<file path="config.mk">
export PLATFORM = sky130hd
export DESIGN_NAME = minute_hour_counter_flat
export DESIGN_NICKNAME = d
export VERILOG_FILES = /design/src/rtl/minute_hour_counter_if.sv /design/src/rtl/minute_hour_counter.sv /design/src/flat_wrapper.sv
export SDC_FILE = /design/constraint.sdc
export NUM_CORES = 1
export LEC_CHECK = 0
export CORE_AREA = 2 2 48 50
export DETAILED_ROUTE_END_ITERATION = 6
export DIE_AREA = 0 0 50 52
export GPL_ROUTABILITY_DRIVEN = 0
export GPL_TIMING_DRIVEN = 0
export PLACE_DENSITY = 0.76
export SETUP_SLACK_MARGIN = 0.4
export SLEW_MARGIN = 20
export SYNTH_ARGS = -nofsm -noshare
export SYNTH_HDL_FRONTEND = slang
export SYNTH_SLANG_ARGS = --single-unit
</file>
<file path="constraint.sdc">
create_clock -name clk -period 1.8 [get_ports clk]
set_input_delay 0.36 -clock clk [delete_from_list [all_inputs] [get_ports clk]]
set_output_delay 0.36 -clock clk [all_outputs]
set_load 0.005 [all_outputs]
</file>
<file path="src/rtl/minute_hour_counter_if.sv">
// ============================================================================
// Module   : minute_hour_counter_if
// Brief    : Tick/button inputs and time/status outputs of minute_hour_counter.
// Revision : 1.0
// ============================================================================
`default_nettype none

interface minute_hour_counter_if;
  logic       sec_tick;
  logic [5:0] sec;
  logic       mode_btn;
  logic       inc_btn;
  logic [5:0] min;
  logic [4:0] hour;
  logic       pm;
  logic [1:0] state;
  logic       day_pulse;
  logic       sec_clr;

  modport slave (
    input  sec_tick, sec, mode_btn, inc_btn,
    output min, hour, pm, state, day_pulse, sec_clr
  );

  modport master (
    output sec_tick, sec, mode_btn, inc_btn,
    input  min, hour, pm, state, day_pulse, sec_clr
  );
endinterface

`default_nettype wire

</file>
<file path="src/rtl/minute_hour_counter.sv">
// ============================================================================
// Module   : minute_hour_counter
// Brief    : Minute/hour timekeeper with button-driven set mode, 12/24h range.
// Revision : 1.0
// ============================================================================
`default_nettype none

module minute_hour_counter #(
  parameter int HOUR_24 = 1
) (
  input  logic                  clk,
  input  logic                  reset,
  minute_hour_counter_if.slave  bus
);

  typedef enum logic [1:0] {
    RUN      = 2'd0,
    SET_HOUR = 2'd1,
    SET_MIN  = 2'd2
  } state_e;

  localparam logic [4:0] HOUR_RST = (HOUR_24 != 0) ? 5'd0 : 5'd12;

  state_e     state_q, state_d;
  logic [5:0] min_q, min_d;
  logic [4:0] hour_q, hour_d;
  logic       pm_q, pm_d;
  logic       day_q, day_d;
  logic       secclr_q, secclr_d;
  logic       mode_prev_q, inc_prev_q;

  logic       mode_edge, inc_edge, tick_adv;
  logic [4:0] hour_inc;
  logic       pm_inc;
  logic       midnight;

  assign mode_edge = bus.mode_btn & ~mode_prev_q;
  assign inc_edge  = bus.inc_btn  & ~inc_prev_q;
  assign tick_adv  = bus.sec_tick & (bus.sec == 6'd59);

  // Shared hour step for carry and set; midnight means this step lands on day start.
  always_comb begin
    hour_inc = hour_q + 5'd1;
    pm_inc   = pm_q;
    midnight = 1'b0;
    if (HOUR_24 != 0) begin
      if (hour_q == 5'd23) hour_inc = 5'd0;
      pm_inc   = 1'b0;
      midnight = (hour_q == 5'd23);
    end else begin
      if (hour_q == 5'd12) hour_inc = 5'd1;
      if (hour_q == 5'd11) pm_inc = ~pm_q;
      midnight = (hour_q == 5'd11) && pm_q;
    end
  end

  always_comb begin
    min_d    = min_q;
    hour_d   = hour_q;
    pm_d     = pm_q;
    state_d  = state_q;
    day_d    = 1'b0;
    secclr_d = 1'b0;
    case (state_q)
      RUN: begin
        if (tick_adv) begin
          if (min_q == 6'd59) begin
            min_d  = 6'd0;
            hour_d = hour_inc;
            pm_d   = pm_inc;
            day_d  = midnight;
          end else begin
            min_d = min_q + 6'd1;
          end
        end
        if (mode_edge) state_d = SET_HOUR;
      end
      SET_HOUR: begin
        if (inc_edge) begin
          hour_d = hour_inc;
          pm_d   = pm_inc;
        end
        if (mode_edge) state_d = SET_MIN;
      end
      SET_MIN: begin
        if (inc_edge) min_d = (min_q == 6'd59) ? 6'd0 : min_q + 6'd1;
        if (mode_edge) begin
          state_d  = RUN;
          secclr_d = 1'b1;
        end
      end
      default: state_d = RUN;
    endcase
  end

  // Button history resets high so a button held through reset yields no edge.
  always_ff @(posedge clk) begin
    if (reset) begin
      state_q     <= RUN;
      min_q       <= 6'd0;
      hour_q      <= HOUR_RST;
      pm_q        <= 1'b0;
      day_q       <= 1'b0;
      secclr_q    <= 1'b0;
      mode_prev_q <= 1'b1;
      inc_prev_q  <= 1'b1;
    end else begin
      state_q     <= state_d;
      min_q       <= min_d;
      hour_q      <= hour_d;
      pm_q        <= pm_d;
      day_q       <= day_d;
      secclr_q    <= secclr_d;
      mode_prev_q <= bus.mode_btn;
      inc_prev_q  <= bus.inc_btn;
    end
  end

  assign bus.min       = min_q;
  assign bus.hour      = hour_q;
  assign bus.pm        = pm_q;
  assign bus.state     = state_q;
  assign bus.day_pulse = day_q;
  assign bus.sec_clr   = secclr_q;

endmodule

`default_nettype wire
</file>
<file path="src/flat_wrapper.sv">
// flat-port wrapper written by rule: the top's interface ports become plain ports
module minute_hour_counter_flat 
#(
  parameter int HOUR_24 = 1
)
  (clk, reset, bus_sec_tick, bus_sec, bus_mode_btn, bus_inc_btn, bus_min, bus_hour, bus_pm, bus_state, bus_day_pulse, bus_sec_clr);
  minute_hour_counter_if bus_i ();
  input  logic clk;
  input  logic reset;
  input wire logic [$bits(bus_i.sec_tick)-1:0] bus_sec_tick;
  input wire logic [$bits(bus_i.sec)-1:0] bus_sec;
  input wire logic [$bits(bus_i.mode_btn)-1:0] bus_mode_btn;
  input wire logic [$bits(bus_i.inc_btn)-1:0] bus_inc_btn;
  output wire logic [$bits(bus_i.min)-1:0] bus_min;
  output wire logic [$bits(bus_i.hour)-1:0] bus_hour;
  output wire logic [$bits(bus_i.pm)-1:0] bus_pm;
  output wire logic [$bits(bus_i.state)-1:0] bus_state;
  output wire logic [$bits(bus_i.day_pulse)-1:0] bus_day_pulse;
  output wire logic [$bits(bus_i.sec_clr)-1:0] bus_sec_clr;
  assign bus_i.sec_tick = bus_sec_tick;
  assign bus_i.sec = bus_sec;
  assign bus_i.mode_btn = bus_mode_btn;
  assign bus_i.inc_btn = bus_inc_btn;
  assign bus_min = bus_i.min;
  assign bus_hour = bus_i.hour;
  assign bus_pm = bus_i.pm;
  assign bus_state = bus_i.state;
  assign bus_day_pulse = bus_i.day_pulse;
  assign bus_sec_clr = bus_i.sec_clr;
  minute_hour_counter #(.HOUR_24(HOUR_24)) u_core (.clk(clk), .reset(reset), .bus(bus_i));
endmodule
</file>
Word level (Yosys, flattened, before mapping)
Index checks and enable logic that the tools add are counted.

word-level totals
  flip-flop bits (word level) = 18
  bits in latches = 0
  RAM bits = 0
  bits in read-only memories = 0
  input port bits = 11
  output and inout port bits = 16
  logic and storage cells = 57
  memories = 0

cells by class
  add/subtract/negate cells = 2
  multipliers = 0
  divide/modulo/power cells = 0
  magnitude comparators = 0
  eq/ne operators = 12
  shifts and indexed selects = 0
  muxes and demuxes = 18
  bitwise operators = 9
  reduce and logical (&&, ||, !) cells = 8

operators with widths
  cell                 number
  $mux 5               4
  $mux 6               3
  $ne 2x1->1 const B   7
  $eq 6x6->1 const B   2
  $pmux 6 s2           1
  $pmux 5 s2           1
  $add 6x1->6 const B  1
  $mux 2               3
  $not 1->1            6
  $pmux 2 s3           1
  $reduce_and 3->1     2
  $add 5x1->5 const B  1
  $eq 5x5->1 const B   1
  $mux 1               4
  $reduce_and 4->1     1
  $reduce_bool 2->1    2
  $reduce_or 4->1      1
  $and 1x1->1          3
  $eq 2x1->1 const B   1
  $eq 2x2->1 const B   1
  $logic_not 2->1      1
  $pmux 1 s2           1
  $reduce_or 2->1      1

Longest topological paths before layout
Gate-level depths: netlist of the first run.

  depth after elaboration = 5
  depth in mapped cells = 5
  depth with buffers taken out = 5

Worst setup path before layout of the first run
No wires, ideal clock.

  path kind = flip-flop to flip-flop
  start = register u_core.min_q[0], in the netlist u_core.bus.min[0]
  end = register u_core.hour_q[2], in the netlist u_core.bus.hour[2]
  library setup time = 121 ps
  arrival = 1,536 ps
  required time = 1,679 ps
  path slack = 144 ps
  stages on the path, launching flop included = 6
  buffers on the path = 0
  clock period less this slack = 1,656 ps
  path through = dfxtp_1 ha_1 nor3b_1 nand4_2 a21boi_0 mux2_2

on the way
  cells in the longest elaborated chain, start to end = 3

RTL lines
  element                     RTL line                    text
  from (decl)                 minute_hour_counter.sv:25   logic [5:0] min_q, min_d;
  from (signal assigned)      minute_hour_counter.sv:109  min_q <= min_d;
  $eq 6x6->1                  minute_hour_counter.sv:67   if (min_q == 6'd59) begin
  $ne 2x1->1 (no line)        n/a
  $reduce_and 4->1 (no line)  n/a
  to (signal assigned)        minute_hour_counter.sv:110  hour_q <= hour_d;
  to (decl)                   minute_hour_counter.sv:26   logic [4:0] hour_q, hour_d;

Every way passes these cells.
A chain may end at the register's enable or synchronous reset.

Worst setup path in the final report of the first run
  start = register u_core.min_q[1], in the netlist u_core.bus.min[1]
  end = register u_core.hour_q[3], in the netlist u_core.bus.hour[3]

The elaborated chain is that of the path after synthesis.

==> qor.yml, run 1 <==
place:
  post-dp-hpwl_um: 1670
  port_buffers: 24
  place_ws_ps: -186
  dpl-instance-area_mm2: 0.00124
clock_tree:
  root_buffer: "clkbuf_4"
  insertion_delay_ps: 300
  cts_tree: "yes"
  htree_levels: 1
  path_clk_slew_ps: 110
  clock_path_buffers: 2
  cts_buffers: 3
  cts.sinks: 17
layout:
  final_area_mm2: 0.00154
  diodes: 0
  fin_util_pct: 73.3
  nets: 172
  drive_above_1_share_pct: 42.4
  area_delta_synth_final_pct: 66.5
job:
  maxCapViolations: 0
synth:
  syn_nets: 119
  ys_types: 40
  ys_ff_latch: 17
  avgSynthCellArea_um2: 8.75
  async_reset_ff_share_pct: 0
  syn_inst: 106
  synth_ff_type: "dfxtp_1"
  yosysSeqAreaShare_pct: 36.7
  netlist_area_um2: 927
  synth-edff-count: 0
  yosysWarnings: 0
grt:
  antenna_found_initial: 0
  grt_pass1_vias: 1070
  grt_start_max_net_pins: 11
  grt_pass1_wl_um: 4820
  grt_usage_pct: 24.4
  gr-total-overflow: 0
drt:
  wirelength_um: 3030
  drt-met1-wl_um: 1210
  highest_layer: "met4"
  wl_per_cell_um: 16.3
  firstDrtPassIters: 4
  ant_nets: 0
  drt_iter0_drc: 29
  drc_errors: 0
  vias: 1058
  wl_met3_um: 99
  via_per_inst: 5.69
  wl_met2_um: 1640
timing:
  worst_slack_ps: 308
  max_freq_ghz: 0.670
  hold_violations: 0
  setup_viol: 0
  maxSlewViolCount: 0
  rsz0062_at_grt: "yes"
  setup_tns_ps: 0
  post-route-period-util_pct: 82.9
  finClkSkew_ps: 10.3
  fin_crit_ps: 1490
setup_path:
  cp.depth: 6
  cp.arrival_ps: 1680
  cp_common_cell: "buf_6"
  cp_num_buf_inv: 2
  cp_max_fo: 4
  path_class: "flop to flop"
  worst_r2r_path_depth: 6
  reg2reg_from: "u_core.bus.min[1]$_SDFFE_PP0P_"
  critPathCaptureType: "flop"
  critPathMaxStageDelay_ps: 370
  critPathLaunchType: "flop"
  cp-startpoint: "u_core.bus.min[1]$_SDFFE_PP0P_"
  required_ps: 1990
  path_cells: "ha_4 > nor3b_4 > nand4_4 > buf_6 > buf_6 > a211o_1"
  cpMaxStageDelayCell: "dfxtp_2"
  crit_family: "flip-flops"
floorplan:
  core_mm2: 0.00211
  die_area_mm2: 0.00260
  start_util_pct: 44.0
  io_pins: 27
  die_w_um: 50
  rows: 17
  die_h_um: 52
worst_hold_path:
  hold_depth: 2
  min_path_type: "input port to flop"
  hold_start: "reset"
pwr:
  totalPowerFinal_mw: 0.671
  vdd_drop_max_uv: 408
  p_per_area_mw_per_mm2: 435
  p_leak_nw: 0.698
outcome:
  status: "completed"
## Yosys cell counts (3+ instances only)
library cell | instances | area share [%]
dfxtp_1 | 17 | 37
a21oi_1 | 9 | 4.9
nand3_1 | 8 | 4.3
nor2_1 | 7 | 2.8
o21ai_0 | 7 | 3.8
nand2_1 | 4 | 1.6
nor2b_1 | 4 | 2.7
nor3_1 | 4 | 2.2
and3_1 | 3 | 2.0
inv_1 | 3 | 1.2
nand4_1 | 3 | 2.0
nand4b_1 | 3 | 2.8
## routing by layer
layer | vias to the layer above | track usage, %
met5 | - | 0
met4 | 0 | 10.6
met3 | 12 | 3.45
met2 | 35 | 46.9
met1 | 506 | 26.3
li1 | 505 | -
## cell type report
class	instances	area (um^2)
fill	159	562
inverter	3	13.8
sequential	17	372
timing repair buffer	48	412
tap	28	35.0
multi-input combinational	81	643
clock buffer	4	26.3
buffer	5	42.5
## what timing repair did
action | in CTS | in global routing
setup buffers | 21 | 3
pin swaps | 10 | 7
hold buffers | 0 | 0
gates resized for setup | 50 | 12
setup endpoints to repair | 22 | 12
## through the flow
stage | cells | hold slack [ps]
after floorplan | 106 | 467
after global placement | 158 | 477
after detailed placement | 158 | 491
after CTS | 183 | 309
after global routing | 186 | 311
final | 186 | 309
## sequential cells by signal, indices dropped and copies added (netlist names)
name	count
u_core.bus.hour	5
u_core.mode_prev_q	1
u_core.bus.day_pulse	1
u_core.bus.sec_clr	1
u_core.inc_prev_q	1
u_core.bus.min	6
u_core.bus.state	2
## layout by cell type (no fill, tap or decap), types with 6 or more instances in the layout
| cell | n |
|---|---|
| dfxtp_2 | 7 |
| a21oi_1 | 7 |
| dfxtp_4 | 6 |
| nand3_1 | 7 |
| buf_4 | 22 |
| o21ai_0 | 7 |
| dlygate4sd2_1 | 21 |
| nor2_1 | 7 |
| buf_6 | 6 |
## cells by family after synthesis
family                     count (synthesis)  share of synthesized area (%)
muxes                                      1                           1.21
xor gates and xnor gates                   1                          0.945
AOI/OAI and AO/OA                         26                           18.4
DFF                                       17                           36.7
adders and majority gates                  2                           2.70
buffers and inverters                      8                           5.40
other                                      1                          0.404
and+or+nand+nor                           50                           34.3
## final timing paths
| kind | to | slack [ps] |
|---|---|---|
| max | u_core.bus.hour[3]$_SDFFE_PP0P_ | 310 |
| min | u_core.inc_prev_q$_SDFF_PP1_ | 310 |
| max reg2reg | u_core.bus.hour[3]$_SDFFE_PP0P_ | 310 |
| min reg2reg | u_core.bus.hour[1]$_SDFFE_PP0P_ | 500 |
## report_power, final
part / leakage (nW) / switching [mW] / internal (mW)
registers: 0.146 / 0.00322 / 0.373
logic: 0.537 / 0.0411 / 0.0391
clock network: 0.0150 / 0.129 / 0.0864
total: 0.698 / 0.173 / 0.498
## worst register-to-register path, delay by kind of cell (launching register included)
family	cells	cell delay [ps]
flops	1	370
simple gates	2	360
buf+inv	2	260
compound gates	1	250
fa+ha+maj	1	140
No activity file was read; power rests on OpenSTA's default activity.
==> run 2, diff against run 1 <==
--- a/config.mk
+++ b/config.mk
@@ -5,12 +5,12 @@
 export SDC_FILE = /design/constraint.sdc
 export NUM_CORES = 1
 export LEC_CHECK = 0
-export CORE_AREA = 2 2 48 50
+export CORE_AREA = 2 2 51 53
 export DETAILED_ROUTE_END_ITERATION = 6
-export DIE_AREA = 0 0 50 52
+export DIE_AREA = 0 0 53 55
 export GPL_ROUTABILITY_DRIVEN = 0
 export GPL_TIMING_DRIVEN = 0
-export PLACE_DENSITY = 0.76
+export PLACE_DENSITY = 0.71
 export SETUP_SLACK_MARGIN = 0.4
 export SLEW_MARGIN = 20
 export SYNTH_ARGS = -nofsm -noshare
==> constraint.sdc (replaced) <==
create_clock -name clk -period 1.3 [get_ports clk]
set_input_delay 0.26 -clock clk [delete_from_list [all_inputs] [get_ports clk]]
set_output_delay 0.26 -clock clk [all_outputs]
set_load 0.005 [all_outputs]
==> qor.yml, run 2 (synthesis results as in run 1) <==
outcome:
  status: "finished with violations"
  violations: "setup timing"
drt:
  ant_nets: 0  # unchanged
  wl_per_cell_um: 15.8  # -2.9%
  via_per_inst: 5.68  # -0.19%
  vias: 1090  # +3.0%
  drc_errors: 0  # unchanged
  drt_iter0_drc: 23  # -21%
  wirelength_um: 3040  # +0.26%
  firstDrtPassIters: 4  # unchanged
setup_path:
  worst_r2r_path_depth: 5  # -1
  cp_max_fo: 4  # unchanged
  critPathCaptureType: "flop"
  cp.arrival_ps: 1740  # +60 ps
  path_class: "flop to flop"
  reg2reg_from: "u_core.bus.state[1]$_SDFFE_PP0P_"
  r2r_end: "u_core.bus.hour[4]$_SDFFE_PP0P_"
  required_ps: 1510  # -480 ps
  reg2reg_slack_ps: -230  # -530 ps
  critPathLaunchType: "flop"
  critPathCapture: "u_core.bus.hour[4]$_SDFFE_PP0P_"
  cp-startpoint: "u_core.bus.state[1]$_SDFFE_PP0P_"
pwr:
  internal-power_mw: 0.715  # +44%
  comb_power_share_pct: 15.3  # +3.4 points
  p_sw_mw: 0.263  # +52%
  p_per_area_mw_per_mm2: 571  # +31%
  totalPowerFinal_mw: 0.978  # +46%
  p_leak_nw: 0.723  # +3.6%
  seqPwrFrac_pct: 53.3  # -2.7 points
  swShare_pct: 26.9  # +1.1 points
  vdd_drop_max_uv: 487  # +19%
  clockPowerShare_pct: 31.4  # -0.7 points
timing:
  worst_slack_ps: -226  # -534 ps
  setup_viol: 12  # +12
  finClkSkew_ps: 7.79  # -2.49 ps
  max_freq_ghz: 0.655  # -2.2%
  rsz0062_at_grt: "yes"
  fin_crit_ps: 1530  # +34.1 ps
  maxSlewViolCount: 0  # unchanged
  hold_violations: 0  # unchanged
  post-route-period-util_pct: 117  # +35 points
clock_tree:
  htree_levels: 1  # unchanged
  root_buffer: "clkbuf_4"
  cts.sinks: 17  # unchanged
  path_clk_slew_ps: 110  # about the same
  insertion_delay_ps: 300  # about the same
  cts_tree: "yes"
  cts_buffers: 3  # unchanged
  cts_hold_buf: 0  # unchanged
  clock_path_buffers: 2  # unchanged
grt:
  grt_usage_pct: 21.5  # -3.0 points
  gr-total-overflow: 0  # unchanged
  grt_start_max_net_pins: 11  # unchanged
  grt_pass1_wl_um: 4510  # -6.5%
  grt_pass1_vias: 991  # -7.4%
  antenna_found_initial: 0  # unchanged
floorplan:
  start_util_pct: 39.2  # -4.8 points
  io_pins: 27  # unchanged
  die_w_um: 53  # +6.0%
  die_h_um: 55  # +5.8%
  die_area_mm2: 0.00292  # +12%
  rows: 18  # +1
  core_mm2: 0.00236  # +12%
job:
  maxCapViolations: 0  # unchanged
layout:
  largest_register_ffs: 6  # unchanged
  nFillCells: 179  # +13%
  diodes: 0  # unchanged
  layout_commonest_cell: "buf_6"
  nets: 176  # +2.3%
  area_delta_synth_final_pct: 84.8
  layout_common_cells: "buf_6 (25), buf_4 (17), dfxtp_4 (8)"
  drive_above_1_share_pct: 59.9  # +17 points
place:
  port_buffers: 24  # unchanged
  place_ws_ps: -589  # -403 ps
  post-dp-hpwl_um: 1620  # -3.1%
worst_hold_path:
  min_path_type: "input port to flop"
[run 2: cell types whose count changed in the layout (fill, tap and decap cells not counted), moves of 2 or more]
cell,change
buf_6,+19
clkdlybuf4s50_1,+3
buf_4,-5
o21ai_0,-3
dfxtp_2,-2
o21ai_2,+3
dfxtp_4,+2
buf_2,+3
nor2b_1,-2
dlygate4sd2_1,-16
[run 2: power groups by stage]
| stage | Combinational (mW) | Clock (mW) | Sequential, mW |
|---|---|---|---|
| CTS | 0.122 | 0.291 | 0.521 |
| finish | 0.150 | 0.307 | 0.521 |
| global route | 0.159 | 0.325 | 0.523 |
| floorplan | 0.0534 | 0 | 0.544 |
| detailed placement | 0.101 | 0 | 0.545 |
| global placement | 0.0987 | 0 | 0.545 |
[run 2: routing by layer]
metal | GRT usage [%] | routed length [um] | up-vias
li1 | - | - | 519
met1 | 24.2 | 1150 | 519
met2 | 40.0 | 1660 | 44
met3 | 3.76 | 196 | 8
met4 | 8.97 | 36 | 0
met5 | 0 | 0 | -
[run 2: metrics by stage]
stage	instances	utilization (%)	TNS, ps	hold slack, ps	instance area [um^2]
after floorplan	106	-	-488	367	980
after global placement	160	53.2	-4160	481	1260
after detailed placement	160	53.2	-4540	489	1260
after CTS	183	66.6	-892	220	1570
after global routing	192	72.4	-1840	216	1710
final	192	72.4	-1340	210	1710
[run 2: what timing repair did]
action	CTS	global route
pin swaps	16	8
resized for setup	124	15
buffers inserted	19	9
setup endpoints to repair	31	30
[run 2: critical path: stages (launching register included)]
cell	delay [ps]
dfxtp_4	370
and4bb_4	380
nand4_4	140
buf_6	160
buf_6	110
o311ai_4	270
[run 2: area by class of cell]
cell class / instances / area [um^2] / area share (%)
tap: 30 / 37.5 / 2.19
timing repair buffer: 52 / 483 / 28.2
sequential: 17 / 377 / 22.0
clock buffer: 4 / 26.3 / 1.53
buffer: 5 / 62.6 / 3.65
multi-input combinational: 81 / 708 / 41.3
inverter: 3 / 18.8 / 1.10
[run 2: how the worst min path moves through the flow]
stage / startpoint / endpoint / slack (ps) / depth (start not counted)
after floorplan: bus_mode_btn / u_core.mode_prev_q$_SDFF_PP1_ / 370 / 1
after detailed placement: u_core.bus.min[1]$_SDFFE_PP0P_ / u_core.bus.min[1]$_SDFFE_PP0P_ / 490 / 2
after global placement: u_core.bus.min[1]$_SDFFE_PP0P_ / u_core.bus.min[1]$_SDFFE_PP0P_ / 480 / 2
after CTS: reset / u_core.inc_prev_q$_SDFF_PP1_ / 220 / 2
after global routing: reset / u_core.bus.hour[4]$_SDFFE_PP0P_ / 220 / 2
final: reset / u_core.bus.hour[4]$_SDFFE_PP0P_ / 210 / 2
==> variant: new RTL, flow settings as in run 2 <==
Make the reset (`reset`) asynchronous in one clocked block.
--- a/src/rtl/minute_hour_counter.sv
+++ b/src/rtl/minute_hour_counter.sv
@@ -96,3 +96,3 @@
   // Button history resets high so a button held through reset yields no edge.
-  always_ff @(posedge clk) begin
+  always_ff @(posedge clk or posedge reset) begin
     if (reset) begin
Behaviour: differs if reset is asserted again (counterexample within 4 cycles, from zero or initial values and one cycle with reset high); with reset held inactive, the same outputs for 10 cycles.
==> variant against run 2 <==
  * The flow still finishes with violations (setup timing)
  * Clock skew down 0.0026 ns
  * Worst setup slack lost 0.14 ns
  * Final area decreased by 4.7%
  * Wire length decreased by 23%
  * Sequential cell count did not move
  * Synthesized area shrank 2.4%
  * Via count is 23% lower
  * Core utilization fell by 3.4 points
  * Maximum frequency down 8.2%
  * Sequential share of layout area rose by 4.4 points
  * Critical path type unchanged
  * Largest cell class is now buffers
Power is not compared: it rests on default switching activity, and its combinational part moved more than twofold at a synthesized area within 25%.
==> variant: results (changes against run 2) <==
* Status: finished with violations (unchanged)
* Failing checks: setup timing (unchanged)
* Dpl cells at 133 (was 160)
* Placed cell area at 1210 sq um (was 1260 sq um)
* Syn Nets at 91 (was 119)
* First-pass GRT wire length at 3660 microns (was 4510 microns)
* Final Worst Setup Slack at -0.362 ns (was -0.226 ns)
* Initial antenna violation count at 0 (unchanged)
* Clock latency on the worst-skew pair at 0.28 ns (was 0.30 ns)
* DR iter-0 viols at 7 (was 23)
* Critical R2R Launch: u_core.inc_prev_q (was u_core.bus.state[1])
* Critical register-to-register path endpoint: u_core.bus.min[1] (was u_core.bus.hour[4])
* Total Routing Usage GR at 0.173 (was 0.215)
* Asr flop ratio synth at 1.00 (was 0)
* IO buf count at 25 (was 24)
* Area contributors post-synth: dfrtp_1 (41%), dfstp_2 (5.8%), nand4bb_4 (3.0%) (was dfxtp_1 (37%), a21oi_1 (4.9%), nand3_1 (4.3%))
* XOR/XNOR Fraction of Synth Area at 0.0194 (was 0.00945)
* Unique masters post-synth at 38 (was 40)
* Most frequent cells after synthesis: dfrtp_1 (15), nand2_1 (6), nor2_1 (5) (was dfxtp_1 (17), a21oi_1 (9), nand3_1 (8))
* Synth Area in Adders at 0.0277 (was 0.0270)
* Post-synthesis compound-gate area fraction at 0.115 (was 0.184)
* Routed WL per cell at 13.7 microns (was 15.8 microns)
* Hold crit path type: in2async (was in2reg)
* Share of layout cells above drive strength 1 at 0.596 (was 0.599)
* # setup viols final at 15 (was 12)
* Vias in the first global route at 847 (was 991)
* Synth warn at 0 (unchanged)
* Largest net degree at the start of global routing at 18 (was 11)
* Mux share of post-synthesis cell area at 0.0719 (was 0.0121)
* Vias/cell at 4.92 (was 5.68)
* Seq/Total Area, Yosys at 0.473 (was 0.367)
* Hpwl dp at 1250 microns (was 1620 microns)
* Clk_skew at 0.00523 ns (was 0.00779 ns)
* Critical Path AT at 1.83 ns (was 1.74 ns)
==> variant: through the flow <==
step,setup TNS (ns),setup WS [ns]
2_1_floorplan,-1.30,-0.246
3_5_place_dp,-5.85,-0.667
6_report,-3.28,-0.362
4_1_cts,-3.14,-0.348
3_3_place_gp,-5.54,-0.633
5_1_grt,-4.30,-0.416
==> variant: layout make-up <==
type / instances / area, sq um
Buffer: 2 / 32.5
Clock buffer: 3 / 22.5
Clock inverter: 1 / 5.00
Fill cell: 189 / 732
Inverter: 4 / 18.8
Multi-Input combinational cell: 55 / 538
Sequential cell: 17 / 430
Tap cell: 30 / 37.5
Timing Repair Buffer: 59 / 548
==> variant: kinds of logic after synthesis <==
| logic type | after synthesis |
|---|---|
| xor+xnor | 2 |
| other cells | 1 |
| simple gates | 30 |
| flops | 17 |
| buf+inv | 6 |
| mux | 6 |
| fa+ha+maj | 2 |
| compound gates | 14 |
==> variant: power groups by stage <==
| stage | registers, uW | clock network, uW | logic, uW |
|---|---|---|---|
| detailed placement | 877 | 0 | 804 |
| CTS | 813 | 290 | 1410 |
| finish | 811 | 274 | 1590 |
| global placement | 872 | 0 | 785 |
| global route | 830 | 306 | 1700 |
| floorplan | 863 | 0 | 402 |
==> variant: critical path: stages, from the launching register on <==
cell and delay [ns]:
dfstp_2 0.52, and2b_2 0.22, buf_6 0.11, a2bb2oi_4 0.20
or2_4 0.19, mux2_4 0.30
==> variant: worst max-delay path by stage <==
stage	start	endpoint	slack, ns	cells after the start
finish	u_core.inc_prev_q	u_core.bus.min[1]	-0.36	5
global route	u_core.inc_prev_q	u_core.bus.min[1]	-0.42	5
CTS	u_core.inc_prev_q	u_core.bus.hour[4]	-0.35	4
detailed placement	bus_sec_tick	u_core.bus.hour[3]	-0.67	5
global placement	bus_sec_tick	u_core.bus.hour[3]	-0.63	5
floorplan	u_core.inc_prev_q	u_core.bus.hour[3]	-0.25	4
==> variant: timing repair <==
| item | 4_1_cts | 5_1_grt |
|---|---|---|
| resized for setup | 70 | 30 |
| pin swaps | 7 | 8 |
| endpoints found under the setup margin | 30 | 32 |
| hold endpoints to repair | 0 | 0 |
| buffers inserted | 28 | 6 |
==> variant: metal layers <==
layer / up-vias / share of wire / track usage
met5: - / 0 / 0
met4: 0 / 0 / 0.0513
li1: 407 / - / -
met2: 17 / 0.54 / 0.321
met3: 0 / 0.032 / 0.0349
met1: 418 / 0.42 / 0.202
